$ cat src/rtl/lc3_mem_seq.sv
// LC-3 memory-access sequencer: owns MAR/MDR/WDR and walks the memory port
// through direct and indirect reads/writes with a ready handshake and an
// optional per-phase timeout.
module lc3_mem_seq #(
   parameter int DW      = 16,
   parameter int AW      = 16,
   parameter int TIMEOUT = 15
) (
   input  logic          clk,
   input  logic          rst,
   input  logic          req_valid,
   output logic          req_ready,
   input  logic [1:0]    req_op,
   input  logic [AW-1:0] req_addr,
   input  logic [DW-1:0] req_wdata,
   output logic          rsp_valid,
   output logic [DW-1:0] rsp_rdata,
   output logic          rsp_err,
   output logic [AW-1:0] mem_addr,
   output logic [DW-1:0] mem_wdata,
   output logic          mem_re,
   output logic          mem_we,
   input  logic [DW-1:0] mem_rdata,
   input  logic          mem_rdy
);

   localparam int CW_RAW = $clog2(TIMEOUT + 1);
   localparam int CW     = (CW_RAW < 1) ? 1 : CW_RAW;
   localparam bit TO_EN  = (TIMEOUT != 0);
   localparam logic [CW-1:0] WCNT_LAST = TO_EN ? CW'(TIMEOUT - 1) : '0;

   localparam logic [1:0] OP_WRITE = 2'b01;

   typedef enum logic [2:0] {
      S_IDLE = 3'd0,
      S_RD   = 3'd1,
      S_WR   = 3'd2,
      S_PTR  = 3'd3,
      S_RSP  = 3'd4
   } state_e;

   state_e        state_q, state_d;
   logic [AW-1:0] mar_q,   mar_d;
   logic [DW-1:0] mdr_q,   mdr_d;
   logic [DW-1:0] wdr_q,   wdr_d;
   logic [1:0]    op_q,    op_d;
   logic          ind_q,   ind_d;
   logic [CW-1:0] wcnt_q,  wcnt_d;
   logic          err_q,   err_d;

   logic [AW-1:0] ptr_s;
   logic          expire_s;

   // Pointer fetched by the first indirect phase (truncated or zero-extended to AW)
   always_comb begin
      ptr_s = AW'(mdr_q);
   end

   // Phase timeout: last allowed wait cycle passes without the memory completing
   always_comb begin
      expire_s = 1'b0;
      if (TO_EN && (wcnt_q == WCNT_LAST) && !mem_rdy) begin
         expire_s = 1'b1;
      end else begin
         expire_s = 1'b0;
      end
   end

   // Next-state and register-update logic for the sequencer
   always_comb begin
      state_d = state_q;
      mar_d   = mar_q;
      mdr_d   = mdr_q;
      wdr_d   = wdr_q;
      op_d    = op_q;
      ind_d   = ind_q;
      wcnt_d  = wcnt_q;
      err_d   = err_q;
      case (state_q)
         S_IDLE: begin
            if (req_valid) begin
               mar_d  = req_addr;
               wdr_d  = req_wdata;
               op_d   = req_op;
               ind_d  = req_op[1];
               wcnt_d = '0;
               if (req_op == OP_WRITE) begin
                  state_d = S_WR;
               end else begin
                  state_d = S_RD;
               end
            end else begin
               state_d = S_IDLE;
            end
         end
         S_RD: begin
            if (mem_rdy) begin
               mdr_d = mem_rdata;
               if (ind_q) begin
                  state_d = S_PTR;
               end else begin
                  state_d = S_RSP;
               end
            end else begin
               wcnt_d = wcnt_q + CW'(1);
               if (expire_s) begin
                  err_d   = 1'b1;
                  state_d = S_RSP;
               end else begin
                  state_d = S_RD;
               end
            end
         end
         S_WR: begin
            if (mem_rdy) begin
               state_d = S_RSP;
            end else begin
               wcnt_d = wcnt_q + CW'(1);
               if (expire_s) begin
                  err_d   = 1'b1;
                  state_d = S_RSP;
               end else begin
                  state_d = S_WR;
               end
            end
         end
         S_PTR: begin
            mar_d  = ptr_s;
            ind_d  = 1'b0;
            wcnt_d = '0;
            if (op_q[0]) begin
               state_d = S_WR;
            end else begin
               state_d = S_RD;
            end
         end
         S_RSP: begin
            err_d   = 1'b0;
            state_d = S_IDLE;
         end
         default: begin
            state_d = S_IDLE;
         end
      endcase
   end

   // State and datapath registers with synchronous active-low reset
   always_ff @(posedge clk) begin
      if (!rst) begin
         state_q <= S_IDLE;
         mar_q   <= '0;
         mdr_q   <= '0;
         wdr_q   <= '0;
         op_q    <= 2'b00;
         ind_q   <= 1'b0;
         wcnt_q  <= '0;
         err_q   <= 1'b0;
      end else begin
         state_q <= state_d;
         mar_q   <= mar_d;
         mdr_q   <= mdr_d;
         wdr_q   <= wdr_d;
         op_q    <= op_d;
         ind_q   <= ind_d;
         wcnt_q  <= wcnt_d;
         err_q   <= err_d;
      end
   end

   // Output decode straight from registered state; read data only for clean reads
   always_comb begin
      req_ready = (state_q == S_IDLE) && rst;
      mem_re    = (state_q == S_RD);
      mem_we    = (state_q == S_WR);
      mem_addr  = mar_q;
      mem_wdata = wdr_q;
      rsp_valid = (state_q == S_RSP);
      rsp_err   = (state_q == S_RSP) && err_q;
      if ((state_q == S_RSP) && !op_q[0] && !err_q) begin
         rsp_rdata = mdr_q;
      end else begin
         rsp_rdata = '0;
      end
   end

endmodule

$ cat config.mk
export PLATFORM = sky130hd
export DESIGN_NAME = lc3_mem_seq
export DESIGN_NICKNAME = d
export VERILOG_FILES = /design/src/rtl/lc3_mem_seq.sv
export SDC_FILE = /design/constraint.sdc
export NUM_CORES = 1
export LEC_CHECK = 0
export CAP_MARGIN = 20
export CORE_AREA = 3 3 82 84
export DETAILED_ROUTE_END_ITERATION = 6
export DIE_AREA = 0 0 85 87
export PLACE_DENSITY = 0.77
export SLEW_MARGIN = 20
export SYNTH_ARGS = -nofsm -noshare
export SYNTH_HDL_FRONTEND = slang
export SYNTH_SLANG_ARGS = --single-unit
$ cat constraint.sdc
create_clock -name clk -period 2.2 [get_ports clk]
set_input_delay 0.44 -clock clk [delete_from_list [all_inputs] [get_ports clk]]
set_output_delay 0.44 -clock clk [all_outputs]
set_load 0.1 [all_outputs]
Word-level counts from Yosys, hierarchy flattened
Index checks and enable logic that the tools add are counted. Widths: inputs -> output; s select.

Register bits after elaboration: 58. Input bits: 54. Output and inout bits: 53. Logic and storage cells: 57.

$add $sub $neg: 1. Eq/ne operators: 9. Mux-type cells: 21. Reductions and logical operators: 18.

Operators by type and width (number): $mux 16 (2); $pmux 16 s2 (1); $mux 3 (6); $pmux 3 s4 (1); $pmux 4 s3 (1); $mux 4 (2); $eq 3x2->1 const B (2); $reduce_and 2->1 (3); $reduce_and 3->1 (2); $logic_and 1x1->1 (5); $add 4x1->4 const B (1); $eq 4x4->1 const B (1); $mux 1 (4); $mux 2 (2); $ne 2x2->1 const B (2); $pmux 1 s2 (2); $reduce_bool 2->1 (2); $eq 3x1->1 const B (1); $eq 3x3->1 const B (1); $logic_not 1->1 (3); $logic_not 3->1 (1); $reduce_bool 3->1 (1); $eq 2x1->1 const B (1); $ne 2x1->1 const B (1); $reduce_or 2->1 (1).

Depth between registers and ports, before layout
Gate-level depths: netlist of run 1.

Depth after elaboration: 6. Mapped depth: 7. Depth with buffers taken out: 6.

Worst setup path after synthesis of run 1
No wires, ideal clock.

Path kind: register to register. Start point: reg state_q[2]. End point: reg state_q[2]. Library setup time: 0.077 ns. Arrival: 3.397 ns. Required time: 2.123 ns. Setup slack: -1.273 ns. Stages on the path, launching flop included: 6. Path buffers: 2. Period minus slack after synthesis: 3.473 ns. Cell sequence: dfxtp_1 buf_6 clkbuf_1 nor3b_1 a22oi_1 nor2_1.

Longest elaborated chain between the ends: 2. Elaborated cells between the ends (all ways): 5. Classes of those cells: eq/ne: 3; mux: 1; reduce/logical: 1.

Ends and longest elaborated chain: start, declared (RTL line 42) `state_e state_q, state_d;`; start signal, assigned (RTL line 159) `state_q <= state_d;`; $eq 3x2->1; named net mem_we (RTL line 22) `output logic mem_we,`; $pmux 3 s4 (RTL line 79) `case (state_q)`.

The timed path passes the listed nets, and every way through them passes these cells. A chain may end at the register's enable or synchronous reset.

Worst setup path in the final report of run 1
Start point: reg state_q[1]. End point: out rsp_rdata[14].

Longest elaborated chain between the ends: 4.

Ends and longest elaborated chain: $eq 3x3->1 (RTL line 179) `if ((state_q == S_RSP) && !op_q[0] && !err_q) begin`; $logic_and 1x1->1 (2 in a row) (RTL line 179); $mux 16 (RTL line 179); end, declared (RTL line 17) `output logic [DW-1:0] rsp_rdata,`.

Every way passes these cells.

==> results by group, run 1 <==
Outcome
  • Status: finished clean

Yosys
  • Post-synth EDFFs: 0
  • Syn Area/Cell: 8.271 µm²
  • Synth unique cells: 44
  • Sequential share of the synthesized area: between 40% and 50%
  • Leading post-synthesis cells by cell area: dfxtp_1, nand2_1, a21oi_1
  • Synth area leader: dfxtp_1
  • Ys flop type: dfxtp_1
  • Post-Syn Instances: 303
  • Synth Register Bits: 58
  • Ys async rst share: 0%
  • Area share of the largest cell type after synthesis: 46.33%
  • Synth warnings: 0
  • Cell Area, Synth: 2506 µm²
  • Syn Nets: approximately 360

STA
  • Worst hold slack: 454.7 ps
  • Crit share post-route: between 90% and 100%
  • Worst slew pin tran: ~450 ps
  • Setup TNS: 0 ps
  • Final Max Tran Viols: 0
  • Final Hold Vio Count: 0
  • Setup violators final: 0
  • Unrepaired setup endpoints after global routing: no
  • Final Critical Period: 2095 ps
  • Clk_skew: 5.938 ps
  • Relative slew slack: 70.14%
  • Fmax achieved: roughly 0.48 GHz

Cells and area
  • Ant. Diodes: 0
  • Most frequent cells in the layout: nand2_1, dfxtp_1, clkdlybuf4s50_1
  • Total of fill cells in the finished design: 490
  • Final instance area: between 4000 and 5000 µm²
  • Commonest non-fill, non-tap cell in the layout: nand2_1
  • Layout Cells excl Fill: roughly 490
  • Area grow syn2layout: 60.06%
  • Reg area: 1161 µm²
  • Multi-input logic area: 1255 µm²
  • Post-layout nets: 470
  • Share of cells above drive strength 1: 25.84%

Die
  • Starting density of the core: 41.83%
  • Die Width: 85 µm
  • # IOs: 107
  • Core Area: 5991 µm²
  • Die Ht: 87 µm
  • Die area: 7395 µm²
  • FP Rows: 28

GRT
  • Tot GR Track Use: 20.41%
  • Largest net degree at the start of global routing: between 40 and 50
  • Vias in the first global route: 2,484
  • Antenna violations before repair: 0
  • Gr ovfl total: 0
  • First-pass GRT wire length: around 12,000 µm

Critical path
  • Crit path kind: reg2out
  • Worst R2R Setup Slack: 580 ps
  • Crit end category: primary output
  • Reg2reg start: wcnt_q[0]$_SDFFE_PN0P_
  • Worst setup startpoint: state_q[1]$_SDFF_PN0_
  • Critical path peak fanout: 8
  • Reg2reg path depth: 6
  • CP Launch Type: flop
  • WP data arrival: roughly 1700 ps
  • CP endpoint: rsp_rdata[14]
  • Data required, critical path: 1760 ps
  • Reg2reg end: state_q[0]$_SDFF_PN0_

CTS
  • CTS root buffer: clkbuf_8
  • Deepest clock path buffer count: 2
  • Worst skew pair latency: roughly 330 ps
  • CTS tree: built
  • Clk sinks: 58
  • H-tree levels: 3
  • CTS clk-pin slew, worst paths: 60 ps
  • CTS buffer count: 9

Power and ir drop
  • Peak supply drop: 0.3710 mV
  • Total power: 2.893 mW
  • PwrDens: 721.3 nW/µm²
  • Static Leak: roughly 1.6 nW

Worst hold path
  • Tightest Hold Check Type: reg2reg

Detailed routing
  • Iteration-0 DRC Markers: 107
  • DR vias/cell: 5.061
  • Final Routed Wirelength: 7233 µm
  • Post-route ant nets: 0
  • # DRC: 0
  • TritonRoute pass-1 iters: 4
  • Vias: 2,495
  • Routed WL per cell: around 15 µm

Placement
  • Area post-placement: ~3800 µm²
  • Cell count after placement: 477
  • Hpwl dp: approximately 5200 µm
  • Gpl congestion: slightly below 0.9
  • PortBufs: 106

Flow run
  • Max Cap Viol: 0
==> cell families (layout without fill, tap and decap cells) <==
kind of cell / after synthesis / after routing / share of synthesized area (%)
adder cells (fa/ha/maj): 2 / 2 / 0.9983
XOR/XNOR: 1 / 1 / 0.3495
AO/OA/AOI/OAI: 84 / 84 / 20.87
flip-flops: 58 / 58 / 46.33
multiplexers: 1 / 1 / 0.3994
AND/OR/NAND/NOR: 132 / 132 / 25.21
buffers and inverters: 25 / 140 / 5.840
==> worst min-delay path by stage <==
stage | start | endpoint | slack, ps | cells after the start
global route | mem_addr[10]$_SDFFE_PN0P_ | mem_addr[10]$_SDFFE_PN0P_ | 480 | 2
floorplan | wcnt_q[3]$_SDFFE_PN0P_ | wcnt_q[3]$_SDFFE_PN0P_ | 440 | 1
finish | mem_addr[10]$_SDFFE_PN0P_ | mem_addr[10]$_SDFFE_PN0P_ | 450 | 2
CTS | mem_wdata[8]$_SDFFE_PN0P_ | mem_wdata[8]$_SDFFE_PN0P_ | 460 | 2
global placement | mem_addr[8]$_SDFFE_PN0P_ | mem_addr[8]$_SDFFE_PN0P_ | 440 | 2
detailed placement | mem_addr[10]$_SDFFE_PN0P_ | mem_addr[10]$_SDFFE_PN0P_ | 450 | 2
==> sequential cells by signal, indices dropped and copies added (netlist names) <==
name	flops
mem_addr	16
ind_q	1
mem_wdata	16
mdr_q	16
err_q	1
op_q	1
wcnt_q	4
state_q	3
==> metal layers <==
layer	global-route usage, %	share of wire, %	vias up
li1	-	-	1261
met1	24.43	43	1138
met2	32.98	49	79
met3	4.541	5.4	17
met4	13.24	2.7	0
met5	0	0	-
==> cell usage after synthesis, types with 2 or more instances <==
cell,n
inv_1,4
o21ai_0,3
ha_1,2
a31oi_1,2
nand2_1,84
nor3b_1,2
nor2_1,4
dfxtp_1,58
nand3_1,5
clkbuf_1,9
buf_4,3
and2_1,16
a21oi_1,52
nand3b_1,2
nor3_1,4
a22oi_1,17
buf_2,2
o311ai_0,2
buf_6,5
nand2b_1,3
==> layout make-up <==
cell class / instances / area share, %
clock buffer: 12 / 3.868
clock inverter: 3 / 0.3743
inverter: 5 / 0.4679
multi-input combinational: 220 / 31.28
sequential: 58 / 28.95
tap: 75 / 2.339
timing repair buffer: 120 / 32.72
==> stage by stage <==
| stage | setup WS [ps] | util (%) |
|---|---|---|
| final | 105.1 | 66.96 |
| after global placement | 279.7 | 63.66 |
| after global routing | 4.992 | 66.96 |
| after detailed placement | 267.8 | 63.66 |
| after floorplan | -179.0 | - |
| after CTS | 11.07 | 66.77 |
==> critical path, stage by stage, from the launching register on <==
cell and delay [ps]:
dfxtp_1 310, nor2_1 160, nand2_2 110, nor3_4 190, buf_4 190, and2_2 180
buf_12 170
==> power breakdown <==
group,internal (mW),total (mW),switching (mW)
sequential,1.12,1.16,0.0398
clock,0.458,0.864,0.406
combinational,0.273,0.873,0.599
total,1.85,2.89,1.05
==> timing repair <==
| item | 4_1_cts | 5_1_grt |
|---|---|---|
| setup buffers | 0 | 0 |
| endpoints found under the setup margin | 1 | 16 |
| resized for setup | 3 | 4 |
| hold buffers | 0 | 0 |
| gates cloned | 1 | 0 |
No activity file was read; power rests on OpenSTA's default activity.
==> run 2, diff against run 1 <==
--- a/config.mk
+++ b/config.mk
@@ -5,7 +5,7 @@
 export SDC_FILE = /design/constraint.sdc
 export NUM_CORES = 1
 export LEC_CHECK = 0
-export CAP_MARGIN = 20
+export CAP_MARGIN = 25
 export CORE_AREA = 3 3 82 84
 export DETAILED_ROUTE_END_ITERATION = 6
 export DIE_AREA = 0 0 85 87
==> constraint.sdc (replaced) <==
create_clock -name clk -period 2.4 [get_ports clk]
set_input_delay 0.48 -clock clk [delete_from_list [all_inputs] [get_ports clk]]
set_output_delay 0.48 -clock clk [all_outputs]
set_load 0.1 [all_outputs]
==> run 2 against run 1 <==
Effect of this change: setup slack improved by 130 ps; critical endpoint is now rsp_rdata[15]; critical path type unchanged; via count rose by 2.0%; clock-buffer cell count fell by 1; non-clock buffer count fell by 3; sequential share of layout area rose by 0.20 points; total power fell by 5.5%; hold slack improved by 2.1 ps; die area did not move; cell count fell by 0.81%; global-route usage rose by 0.21 points; combinational power fell by 8.7%; largest power group unchanged; critical path depth did not move.
==> results by group, run 2 (synthesis results as in run 1) <==
Outcome
  • Status: finished clean (unchanged)

Worst hold path
  • Tightest Hold Check Type: reg2reg (unchanged)
  • Hold depth: 2 (unchanged)

STA
  • Unrepaired setup endpoints after global routing: no (unchanged)
  • Final Hold Vio Count: 0 (unchanged)
  • Fmax achieved: 0.4621 GHz
  • Setup violators final: 0 (unchanged)
  • Final Max Tran Viols: 0 (unchanged)
  • Worst slew pin tran: 482.0 ps (was 446.8 ps)
  • Final Critical Period: 2164 ps
  • Clk_skew: 6.001 ps (was 5.938 ps)
  • Setup TNS: 0 ps (unchanged)
  • Final worst slack: 236.1 ps (was 105.1 ps)
  • Relative slew slack: 67.79% (was 70.14%)
  • Crit share post-route: between 90% and 100%

Cells and area
  • Most frequent cells in the layout: nand2_1, dfxtp_1, clkdlybuf4s50_1 (unchanged)
  • Commonest non-fill, non-tap cell in the layout: nand2_1 (unchanged)
  • Share of cells above drive strength 1: 24.64% (was 25.84%)
  • Total of fill cells in the finished design: 513 (was 490)
  • Area grow syn2layout: 58.96% (was 60.06%)
  • Layout Cells excl Fill: 489 (was 493)
  • Ant. Diodes: 0 (unchanged)
  • Multi-input logic area: 1232 µm² (was 1255 µm²)
  • Post-layout nets: 467 (was 470)
  • Reg area: 1161 µm² (unchanged)

Power and ir drop
  • P_int: 1.789 mW (was 1.848 mW)
  • Clk pwr share: 32.1% (was 29.9%)
  • PwrDens: 686.3 nW/µm² (was 721.3 nW/µm²)
  • Sw frac: 34.58% (was 36.13%)
  • NetSw: 0.9456 mW (was 1.045 mW)
  • Peak supply drop: 0.5097 mV (was 0.3710 mV)
  • Static Leak: 1.594 nW (was 1.598 nW)
  • Share of power burned in registers: 38.7% (was 40.0%)
  • Logic pwr share: 29.2% (was 30.2%)

Flow run
  • Max Cap Viol: 0 (unchanged)

CTS
  • Cts hold-fix bufs: 0 (unchanged)
  • CTS tree: built (unchanged)
  • Post-CTS Setup Bufs: 0 (unchanged)
  • Deepest clock path buffer count: 2 (unchanged)
  • CTS buffer count: 9 (unchanged)
  • CTS clk-pin slew, worst paths: 60 ps (about the same)
  • H-tree levels: 3 (unchanged)
  • Post_cts resized: 0 (was 3)
  • Clk sinks: 58 (unchanged)
  • CTS root buffer: clkbuf_8 (unchanged)
  • Worst skew pair latency: 320 ps (was 330 ps)

Detailed routing
  • Post-route ant nets: 0 (unchanged)
  • Final Routed Wirelength: 7476 µm (was 7233 µm)
  • Vias: 2,544 (was 2,495)
  • Iteration-0 DRC Markers: 142 (was 107)
  • DR vias/cell: 5.202 (was 5.061)
  • TritonRoute pass-1 iters: 4 (unchanged)
  • Routed WL per cell: 15.29 µm (was 14.67 µm)
  • # DRC: 0 (unchanged)

Critical path
  • Crit end category: primary output (unchanged)
  • CP max-delay cell: dfxtp_1 (unchanged)
  • CP Launch Type: flop (unchanged)
  • Worst path max stage delay: 310 ps (about the same)
  • WP data arrival: 1680 ps (was 1650 ps)
  • Top delay family on crit path: simple AND/OR/NAND/NOR gates (unchanged)
  • Data required, critical path: 1920 ps (was 1760 ps)
  • CP bufs+invs: 2 (unchanged)
  • Reg2reg path depth: 5 (was 6)
  • Critical path depth in cells: 6 (unchanged)
  • Critical path peak fanout: 16 (was 8)
  • Crit path kind: reg2out (unchanged)
  • Critical path, cell by cell: nor2_1 -> nand2_1 -> nor3_1 -> buf_4 -> and2_1 -> buf_12 (was nor2_1 -> nand2_2 -> nor3_4 -> buf_4 -> and2_2 -> buf_12)

Die
  • Die Ht: 87 µm (unchanged)
  • Die area: 7395 µm² (unchanged)
  • Core Area: 5991 µm² (unchanged)
  • # IOs: 107 (unchanged)
  • Starting density of the core: 41.83% (unchanged)
  • FP Rows: 28 (unchanged)
  • Die Width: 85 µm (unchanged)

GRT
  • Vias in the first global route: 2,496 (was 2,484)
  • Antenna violations before repair: 0 (unchanged)
  • Largest net degree at the start of global routing: 53 (was 47)
  • Tot GR Track Use: 20.62% (was 20.41%)
  • First-pass GRT wire length: 12,080 µm (was 11,810 µm)
  • Gr ovfl total: 0 (unchanged)

Placement
  • PortBufs: 106 (unchanged)
  • Dpl ws: 271.8 ps (was 267.8 ps)
  • Gpl congestion: 0.8776 (was 0.8820)
  • Cell count after placement: 475 (was 477)
  • Hpwl dp: 5269 µm (was 5222 µm)
[run 2: final cells by class]
type / instances / share of cell area (%)
Timing Repair Buffer: 117 / 32.29
Multi-Input combinational cell: 220 / 30.94
Sequential cell: 58 / 29.15
Clock buffer: 11 / 3.800
Tap cell: 75 / 2.356
Clock inverter: 3 / 1.005
Inverter: 5 / 0.4711
[run 2: worst paths after layout]
check	from	to	slack, ps
min	mem_wdata[12]$_SDFFE_PN0P_	mem_wdata[12]$_SDFFE_PN0P_	460
min reg2reg	mem_wdata[12]$_SDFFE_PN0P_	mem_wdata[12]$_SDFFE_PN0P_	460
max	state_q[1]$_SDFF_PN0_	rsp_rdata[15]	240
max reg2reg	state_q[2]$_SDFF_PN0_	mem_addr[0]$_SDFFE_PN0P_	780
[run 2: power groups by stage]
stage / Combinational (mW) / Clock [mW] / Sequential [mW]
5_1_grt: 0.839 / 0.949 / 1.07
2_1_floorplan: 0.262 / 0 / 1.37
3_5_place_dp: 0.799 / 0 / 1.08
6_report: 0.797 / 0.878 / 1.06
4_1_cts: 0.801 / 0.902 / 1.06
3_3_place_gp: 0.788 / 0 / 1.08
[run 2: worst min-delay path: cells and delay by family (launching register included)]
family,cells,cell delay [ps]
DFF,1,310
and+or+nand+nor,1,50
AOI/OAI and AO/OA,1,50
[run 2: through the flow]
stage | total power, mW | area (µm²) | util, % | hold slack (ps)
after global placement | 1.864 | 3792 | 63.30 | 442.5
after detailed placement | 1.879 | 3792 | 63.30 | 449.7
after CTS | 2.762 | 3984 | 66.50 | 458.7
after global routing | 2.856 | 3984 | 66.50 | 479.1
after floorplan | 1.637 | 2540 | - | 437.0
final | 2.734 | 3984 | 66.50 | 456.8
[run 2: layer usage]
layer	part of all wire (%)	up-vias	global-route usage, %	routed length, µm
li1	-	1250	-	-
met1	41	1185	25.04	3055
met5	0	-	0	0
met2	51	100	35.10	3807
met3	6.5	9	5.203	486
met4	1.7	0	7.914	126
